===== config.mk =====
export PLATFORM = sky130hd
export DESIGN_NAME = krnl_rtl_trial_a_axi_read_issuer
export DESIGN_NICKNAME = d
export VERILOG_FILES = /design/src/rtl/krnl_rtl_trial_a_axi_read_issuer.sv
export SDC_FILE = /design/constraint.sdc
export NUM_CORES = 1
export LEC_CHECK = 0
export CAP_MARGIN = 20
export CORE_UTILIZATION = 45
export DETAILED_ROUTE_END_ITERATION = 16
export PLACE_DENSITY = 0.77
export SLEW_MARGIN = 10
export SYNTH_ARGS = -nofsm -noshare
export SYNTH_HDL_FRONTEND = slang
export SYNTH_SLANG_ARGS = --single-unit
export TNS_END_PERCENT = 1

===== constraint.sdc =====
create_clock -name clk -period 8.5 [get_ports clk]
set_input_delay 1.7 -clock clk [delete_from_list [all_inputs] [get_ports clk]]
set_output_delay 1.7 -clock clk [all_outputs]
set_load 0.05 [all_outputs]

===== src/rtl/krnl_rtl_trial_a_axi_read_issuer.sv =====
// AXI4 read-address issuer: splits one read command into fixed-size AR bursts,
// throttled by an outstanding-burst counter, and pulses ctrl_done once all bursts retire.
module krnl_rtl_trial_a_axi_read_issuer #(
  parameter int C_ADDR_WIDTH      = 64,
  parameter int C_DATA_WIDTH      = 512,
  parameter int C_LEN_WIDTH       = 32,
  parameter int C_BURST_LEN       = 16,
  parameter int C_MAX_OUTSTANDING = 16
) (
  input  logic                    clk,
  input  logic                    rst,
  input  logic                    ctrl_start,
  input  logic [C_ADDR_WIDTH-1:0] ctrl_addr,
  input  logic [C_LEN_WIDTH-1:0]  ctrl_xfer_beats,
  output logic                    ctrl_busy,
  output logic                    ctrl_done,
  output logic                    m_arvalid,
  input  logic                    m_arready,
  output logic [C_ADDR_WIDTH-1:0] m_araddr,
  output logic [7:0]              m_arlen,
  input  logic                    burst_done
);

  localparam int                      LP_OUT_W      = $clog2(C_MAX_OUTSTANDING) + 1;
  localparam int                      LP_BL_LOG2    = $clog2(C_BURST_LEN);
  localparam logic [C_LEN_WIDTH-1:0]  LP_LEN_MASK   = C_LEN_WIDTH'(C_BURST_LEN - 1);
  localparam logic [LP_OUT_W-1:0]     LP_MAX_OUT    = LP_OUT_W'(C_MAX_OUTSTANDING);
  localparam logic [C_ADDR_WIDTH-1:0] LP_ADDR_STEP  = C_ADDR_WIDTH'(C_BURST_LEN * C_DATA_WIDTH / 8);
  localparam logic [7:0]              LP_FULL_ARLEN = 8'(C_BURST_LEN - 1);

  typedef enum logic [1:0] {
    S_IDLE  = 2'd0,
    S_ISSUE = 2'd1,
    S_DRAIN = 2'd2
  } state_t;

  state_t                  r_state, w_state_next;
  logic [C_LEN_WIDTH-1:0]  r_bursts_left, w_bursts_left_next;
  logic [7:0]              r_last_len, w_last_len_next;
  logic [LP_OUT_W-1:0]     r_outstanding, w_outstanding_next;
  logic                    r_arvalid, w_arvalid_next;
  logic [C_ADDR_WIDTH-1:0] r_araddr, w_araddr_next;
  logic [7:0]              r_arlen, w_arlen_next;
  logic                    r_busy, w_busy_next;
  logic                    r_done, w_done_next;

  logic                    w_hs;
  logic                    w_retire;
  logic                    w_room;
  logic [C_LEN_WIDTH-1:0]  w_start_bursts;
  logic [7:0]              w_start_last_len;

  assign w_hs     = r_arvalid & m_arready;
  // A completion with nothing in flight is dropped so the counter cannot underflow.
  assign w_retire = burst_done & (r_outstanding != {LP_OUT_W{1'b0}});
  assign w_room   = (w_outstanding_next < LP_MAX_OUT);

  assign w_start_bursts   = (ctrl_xfer_beats >> LP_BL_LOG2)
                          + {{(C_LEN_WIDTH-1){1'b0}}, |(ctrl_xfer_beats & LP_LEN_MASK)};
  assign w_start_last_len = 8'((ctrl_xfer_beats - C_LEN_WIDTH'(1)) & LP_LEN_MASK);

  // In-flight burst count: handshake adds one, retired burst removes one, both cancel.
  always_comb begin
    w_outstanding_next = r_outstanding;
    case ({w_hs, w_retire})
      2'b10:   w_outstanding_next = r_outstanding + LP_OUT_W'(1);
      2'b01:   w_outstanding_next = r_outstanding - LP_OUT_W'(1);
      default: w_outstanding_next = r_outstanding;
    endcase
  end

  // Next-state and next registered-output decisions.
  always_comb begin
    w_state_next       = r_state;
    w_bursts_left_next = r_bursts_left;
    w_last_len_next    = r_last_len;
    w_arvalid_next     = r_arvalid;
    w_araddr_next      = r_araddr;
    w_arlen_next       = r_arlen;
    w_busy_next        = r_busy;
    w_done_next        = 1'b0;
    case (r_state)
      S_IDLE: begin
        if (ctrl_start) begin
          w_busy_next        = 1'b1;
          w_araddr_next      = ctrl_addr;
          w_bursts_left_next = w_start_bursts;
          w_last_len_next    = w_start_last_len;
          if (ctrl_xfer_beats == {C_LEN_WIDTH{1'b0}}) begin
            w_state_next   = S_DRAIN;
            w_arvalid_next = 1'b0;
            w_arlen_next   = 8'd0;
          end else begin
            w_state_next   = S_ISSUE;
            w_arvalid_next = 1'b1;
            w_arlen_next   = (w_start_bursts == C_LEN_WIDTH'(1)) ? w_start_last_len : LP_FULL_ARLEN;
          end
        end else begin
          w_state_next   = S_IDLE;
          w_arvalid_next = 1'b0;
        end
      end
      S_ISSUE: begin
        if (w_hs) begin
          w_araddr_next      = r_araddr + LP_ADDR_STEP;
          w_bursts_left_next = r_bursts_left - C_LEN_WIDTH'(1);
          w_arlen_next       = (r_bursts_left == C_LEN_WIDTH'(2)) ? r_last_len : LP_FULL_ARLEN;
          if (r_bursts_left == C_LEN_WIDTH'(1)) begin
            w_state_next   = S_DRAIN;
            w_arvalid_next = 1'b0;
          end else begin
            w_arvalid_next = w_room;
          end
        end else begin
          // Without a handshake the count can only fall, so a raised valid stays raised.
          w_arvalid_next = w_room;
        end
      end
      S_DRAIN: begin
        if (w_outstanding_next == {LP_OUT_W{1'b0}}) begin
          w_done_next  = 1'b1;
          w_busy_next  = 1'b0;
          w_state_next = S_IDLE;
        end else begin
          w_state_next = S_DRAIN;
        end
      end
      default: begin
        w_state_next   = S_IDLE;
        w_arvalid_next = 1'b0;
        w_busy_next    = 1'b0;
      end
    endcase
  end

  // State and output registers with synchronous reset.
  always_ff @(posedge clk) begin
    if (rst) begin
      r_state       <= S_IDLE;
      r_bursts_left <= {C_LEN_WIDTH{1'b0}};
      r_last_len    <= 8'd0;
      r_outstanding <= {LP_OUT_W{1'b0}};
      r_arvalid     <= 1'b0;
      r_araddr      <= {C_ADDR_WIDTH{1'b0}};
      r_arlen       <= 8'd0;
      r_busy        <= 1'b0;
      r_done        <= 1'b0;
    end else begin
      r_state       <= w_state_next;
      r_bursts_left <= w_bursts_left_next;
      r_last_len    <= w_last_len_next;
      r_outstanding <= w_outstanding_next;
      r_arvalid     <= w_arvalid_next;
      r_araddr      <= w_araddr_next;
      r_arlen       <= w_arlen_next;
      r_busy        <= w_busy_next;
      r_done        <= w_done_next;
    end
  end

  assign ctrl_busy = r_busy;
  assign ctrl_done = r_done;
  assign m_arvalid = r_arvalid;
  assign m_araddr  = r_araddr;
  assign m_arlen   = r_arlen;

endmodule


After elaboration in Yosys (flattened, before gate mapping)
Cells that the tools add are included.
- flip-flop bits (word level): 118
- bits of input ports: 101
- muxes and demuxes: 28
- equality and inequality tests: 11
- bitwise logic cells: 4
- add/sub/neg operators: 6
- $lt $le $gt $ge: 1
- reduce and logical (&&, ||, !) cells: 11
- operators with widths (kind ; count):
    64-bit 2-to-1 mux ; 2
    64-bit one-hot mux with 2 select lines ; 1
    64-bit by 11-bit adder with 64-bit output, second input constant ; 1
    32-bit 2-to-1 mux ; 2
    32-bit one-hot mux with 2 select lines ; 1
    32-bit by 1-bit equality test with 1-bit output, second input constant ; 1
    32-bit by 2-bit equality test with 1-bit output, second input constant ; 1
    32-bit zero test ; 1
    32-bit by 1-bit subtractor with 32-bit output, second input constant ; 1
    28-bit by 1-bit adder with 29-bit output ; 1
    29-bit by 1-bit equality test with 1-bit output, second input constant ; 1
    8-bit 2-to-1 mux ; 2
    8-bit one-hot mux with 2 select lines ; 1
    4-bit 2-to-1 mux ; 3
    2-bit 2-to-1 mux ; 5
    5-bit one-hot mux with 2 select lines ; 1
    2-bit inequality test, second input constant ; 4
    1-bit 2-to-1 mux ; 7
    1-bit one-hot mux with 3 select lines ; 2
    2-bit one-hot mux with 3 select lines ; 1
    3-bit AND reduction ; 2
    5-bit by 1-bit adder with 5-bit output, second input constant ; 1
    5-bit zero test ; 1
    5-bit < comparator, second input constant ; 1
    12 further kinds ; 17

Longest topological paths before layout
- depth after elaboration: 8
- depth in mapped cells: 14
- gate-level depth less buffers: 12

Worst setup path before layout
Ideal clock, no wire load.
- kind: input to register
- from: in ctrl_xfer_beats[0]
- to: reg r_arlen[0] (netlist: m_arlen[0])
- slack: 4.401 ns
- path buffers: 1
- stages on the path: 13
- setup time: 0.136 ns
- arrival: 3.964 ns
- cells stage by stage: inv_1 > ha_1 > nand2_1 > ha_1 > ha_1 > and4_1 > clkbuf_1 > nand3_1 > nor3_1 > xnor2_1 > nand4_1 > nor4_2 > a31oi_1
- cells in the longest elaborated chain, start to end: 7
- ends and longest elaborated chain (item ; line ; source):
    start: declaration ; 14 ; input logic [C_LEN_WIDTH-1:0] ctrl_xfer_beats,
    4-bit OR reduction ; 59 ; + {{(C_LEN_WIDTH-1){1'b0}}, |(ctrl_xfer_beats & LP_LEN_MASK)};
    28-bit by 1-bit adder with 29-bit output ; 59 ;
    29-bit by 1-bit equality test with 1-bit output ; 96 ; w_arlen_next = (w_start_bursts == C_LEN_WIDTH'(1)) ? w_start_last_len : LP_FULL_ARLEN;
    4-bit 2-to-1 mux ; 96 ;
    4-bit 2-to-1 mux (*) ; 89 ; if (ctrl_xfer_beats == {C_LEN_WIDTH{1'b0}}) begin
    8-bit 2-to-1 mux (*) ; 84 ; if (ctrl_start) begin
    8-bit one-hot mux with 2 select lines (*) ; 82 ; case (r_state)
    end signal: assignment ; 155 ; r_arlen <= w_arlen_next;
    end: declaration ; 43 ; logic [7:0] r_arlen, w_arlen_next;
Mark *: on every way between the ends. The rest lies on a longest branch, timed or not. The select of a mux whose other input is x is not followed.
A chain may end at the register's enable or synchronous reset.

Worst setup path in the final report
- from: in ctrl_xfer_beats[0]
- to: reg r_arlen[1] (netlist: m_arlen[1])
The elaborated chain is that of the path after synthesis.

==> run summary <==
GPL Wtd Cong: 0.876
wire per inst: 16.6 um
DRC Markers: 0
switch share: 0.349
Pwr Density: 201 mW/mm^2
Sw Pwr: 0.693 mW
Syn. warnings: 0
top_reg_cell synth: dfxtp_1
Crit Path Class: primary input to register
io pins: 176
hold path cells: 2
fmax: 210 MHz
Startpoint Class: primary input
minimum clock period: 4.76 ns
Leakage: 3.41 nW
critical path's most frequent cell: ha_1
FF-to-FF path depth: 6
complex-gate fraction of the synthesized area: 0.249
die area: 0.0173 mm^2
synthesized area: 0.00754 mm^2
CP endpoint kind: register
final setup fails: 0
Die H: 131 um
Post-Route WL: 23,200 um
fillers: 1,495
dpl cells: 1,366
crit-path max FO: 7
status: complete, no violations
sequential element share of the synthesized area: 0.302
worst r2r src: r_state[0]
largest family of logic cells by synthesized area: simple AND/OR/NAND/NOR gates
setup TNS: 0 ns
crit-path max cell delay: 0.57 ns
Core Area: 0.0161 mm^2
Clock Latency Late Sink: 0.42 ns
gr usage total: 0.260
Reg power frac: 0.329
root buf cell: clkbuf_16
R2R Setup Slk: 5.14 ns
drt initial violations: 621
# H-tree levels: 4
initial core utilization: 0.468
Area Growth Syn to Fin: 30.9%
DP HPWL: 15,900 um
met3 usage: 0.0486
Post-synth EDFFs: 0
CP max-delay cell: nor4_2
largest net degree at the start of global routing: 113
mux share of post-synthesis cell area: 0.0136
Peak VDD IR: 156 uV
worst hold path class: register to register
final hold violations: 0
Core Rows: 46
via/cell ratio: 5.94
grt total ovfl: 0
critical path arrival: 5.04 ns
max-slew violation total from the final report: 0
CTS sink cnt: 114
Synth Instances: 1,051
GR Layer Usage met1: 0.363
hold_sp: m_araddr[2]
Synth Area in Adders: 0.0182
initial antenna violation count: 0
combinational share of power: 0.311
Post-CTS Setup Bufs: 0
Setup crit start: ctrl_xfer_beats[0]
routed via count: 8,307
CTS buffer count: 17
CTS tree: built
synthesized flop and latch total: 114
max cap viols: 0
# port buffers: 171
count of cell types in the netlist: 72
Inserted Diodes: 0
cts hold-fix bufs: 0
post-route insts no fill: 1,398
CP required: 8.78 ns
Worst-path clk slew: 0.05 ns
Final Cycle Share: 0.560
Slew Limit Headroom: 0.268
critical-path cell list: clkdlybuf4s50_1 -> inv_1 -> ha_1 -> nand2_1 -> ha_1 -> ha_1 -> and4_1 -> nand2_1 -> xnor2_1 -> nor4_1 -> o2111ai_1 -> nor4_2 -> a31oi_1
Die Width: 131 um
P_int: 1.29 mW
Mean Syn Cell Area: 7.18 um^2
Post-Synth XOR/XNOR Area: 0.0441
Layout Nets: 1,281
Longest Clk Path Bufs: 2
Synth Area in Simple Gates: 0.322
clock skew: 0.0104 ns
asr flop ratio synth: 0
post_cts resized: 0
first-pass GRT wire length: 37,100 um
share of power burned in the clock network: 0.360
Antenna Nets Post-Route: 0
Worst-Margin Slew: 1.10 ns
RSZ-0062 raised after global routing: false
M2 GR Usage: 0.408
GR peak layer: met2
TritonRoute pass-1 iters: 7
number of global-route vias before repair: 7,214
share of cells above drive strength 1: 0.0567
## registers in the layout (all words and copies together), names as in the netlist
register / flops
m_arlen: 4
r_state: 2
m_arvalid: 1
r_bursts_left: 32
ctrl_busy: 1
ctrl_done: 1
r_outstanding: 5
r_last_len: 4
m_araddr: 64
## area by class of cell
cell class              count  area [um^2]  area share
flip-flops and latches    114         2280       0.231
clock buffers              23          488      0.0494
inverters                  13         48.8     0.00494
multi-input cells         847         4930       0.500
repair buffers            176         1750       0.177
clock inverters             9          104      0.0105
well taps                 216          270      0.0274
## critical path: cells and delay by family
kind	cells	cell delay, ns
compound gates	2	0.36
xor+xnor	1	0.16
fa+ha+maj	3	0.76
buf+inv	2	0.58
simple gates	5	1.48
## metal layers
metal	share of wire	wire length [um]
met4	0.014	323
met2	0.46	10600
met3	0.067	1560
met1	0.46	10800
met5	0	0
## cells in the mapped netlist (5+ instances only)
library cell,instances,share of area
nor3b_1,8,0.0080
a2bb2oi_1,5,0.0058
a211o_1,5,0.0058
a211oi_1,31,0.031
inv_1,12,0.0060
a22oi_1,14,0.014
ha_1,11,0.018
nor4_1,21,0.017
nand2b_1,5,0.0041
xor2_1,18,0.021
dfxtp_1,114,0.30
nand3_1,54,0.036
and4_1,5,0.0058
o32ai_1,5,0.0058
clkbuf_1,57,0.028
nor3_2,6,0.0080
o22ai_1,10,0.0083
a31oi_1,10,0.0083
xnor2_1,20,0.023
o21ai_0,76,0.050
nand2_1,106,0.053
buf_2,9,0.0060
mux2i_1,8,0.011
or4_1,6,0.0060
o211ai_1,5,0.0050
buf_1,10,0.0050
a21oi_1,99,0.066
nand4_1,29,0.024
nor2_1,129,0.064
a21o_1,7,0.0070
and3_1,18,0.015
o31ai_1,6,0.0060
nor3_1,53,0.035
or3_1,9,0.0075
o21a_1,7,0.0070
## placed cells by master (no fill, tap or decap), types with 7 or more instances in the layout
cell               n
clkdlybuf4s50_1  170
nor2_1           128
dfxtp_1          114
nand2_1          105
a21oi_1           99
o21ai_0           76
nand3_1           54
nor3_1            52
a211oi_1          31
nand4_1           29
nor4_1            21
xnor2_1           20
xor2_1            18
and3_1            18
clkbuf_16         17
a22oi_1           14
inv_1             12
ha_1              11
o22ai_1           10
a31oi_1           10
or3_1              9
nor3b_1            8
mux2i_1            8
nor3_2             7
o21a_1             7
a21o_1             7
## cell families after synthesis
family / after synthesis
AND/OR/NAND/NOR: 478
XOR/XNOR: 38
flip-flops: 114
multiplexers: 10
other: 1
adder cells (fa/ha/maj): 11
buffers and inverters: 93
AO/OA/AOI/OAI: 306
## power groups by stage
stage          registers, mW  logic, mW  clock network (mW)
2_1_floorplan          0.742      0.341                   0
3_3_place_gp           0.661      0.603                   0
3_5_place_dp           0.663      0.609                   0
4_1_cts                0.652      0.614               0.724
5_1_grt                0.661      0.665               0.750
6_report               0.653      0.616               0.714
## worst paths after layout
kind,end
worst max register to register,m_arlen[0]
worst max-delay path,m_arlen[1]
worst min register to register,m_araddr[2]
worst min-delay path,m_araddr[2]
## stage by stage
| stage | setup slack, ns | instance area (um^2) | utilization | total power [mW] | hold slack, ns |
|---|---|---|---|---|---|
| floorplan | 4.40 | 7560 | - | 1.08 | 0.445 |
| global placement | 3.41 | 9280 | 0.576 | 1.26 | 0.441 |
| detailed placement | 3.32 | 9280 | 0.576 | 1.27 | 0.446 |
| CTS | 3.78 | 9870 | 0.613 | 1.99 | 0.454 |
| global route | 3.52 | 9870 | 0.613 | 2.08 | 0.470 |
| finish | 3.74 | 9870 | 0.613 | 1.98 | 0.455 |
Note: power is estimated with default switching activity, not from simulation.
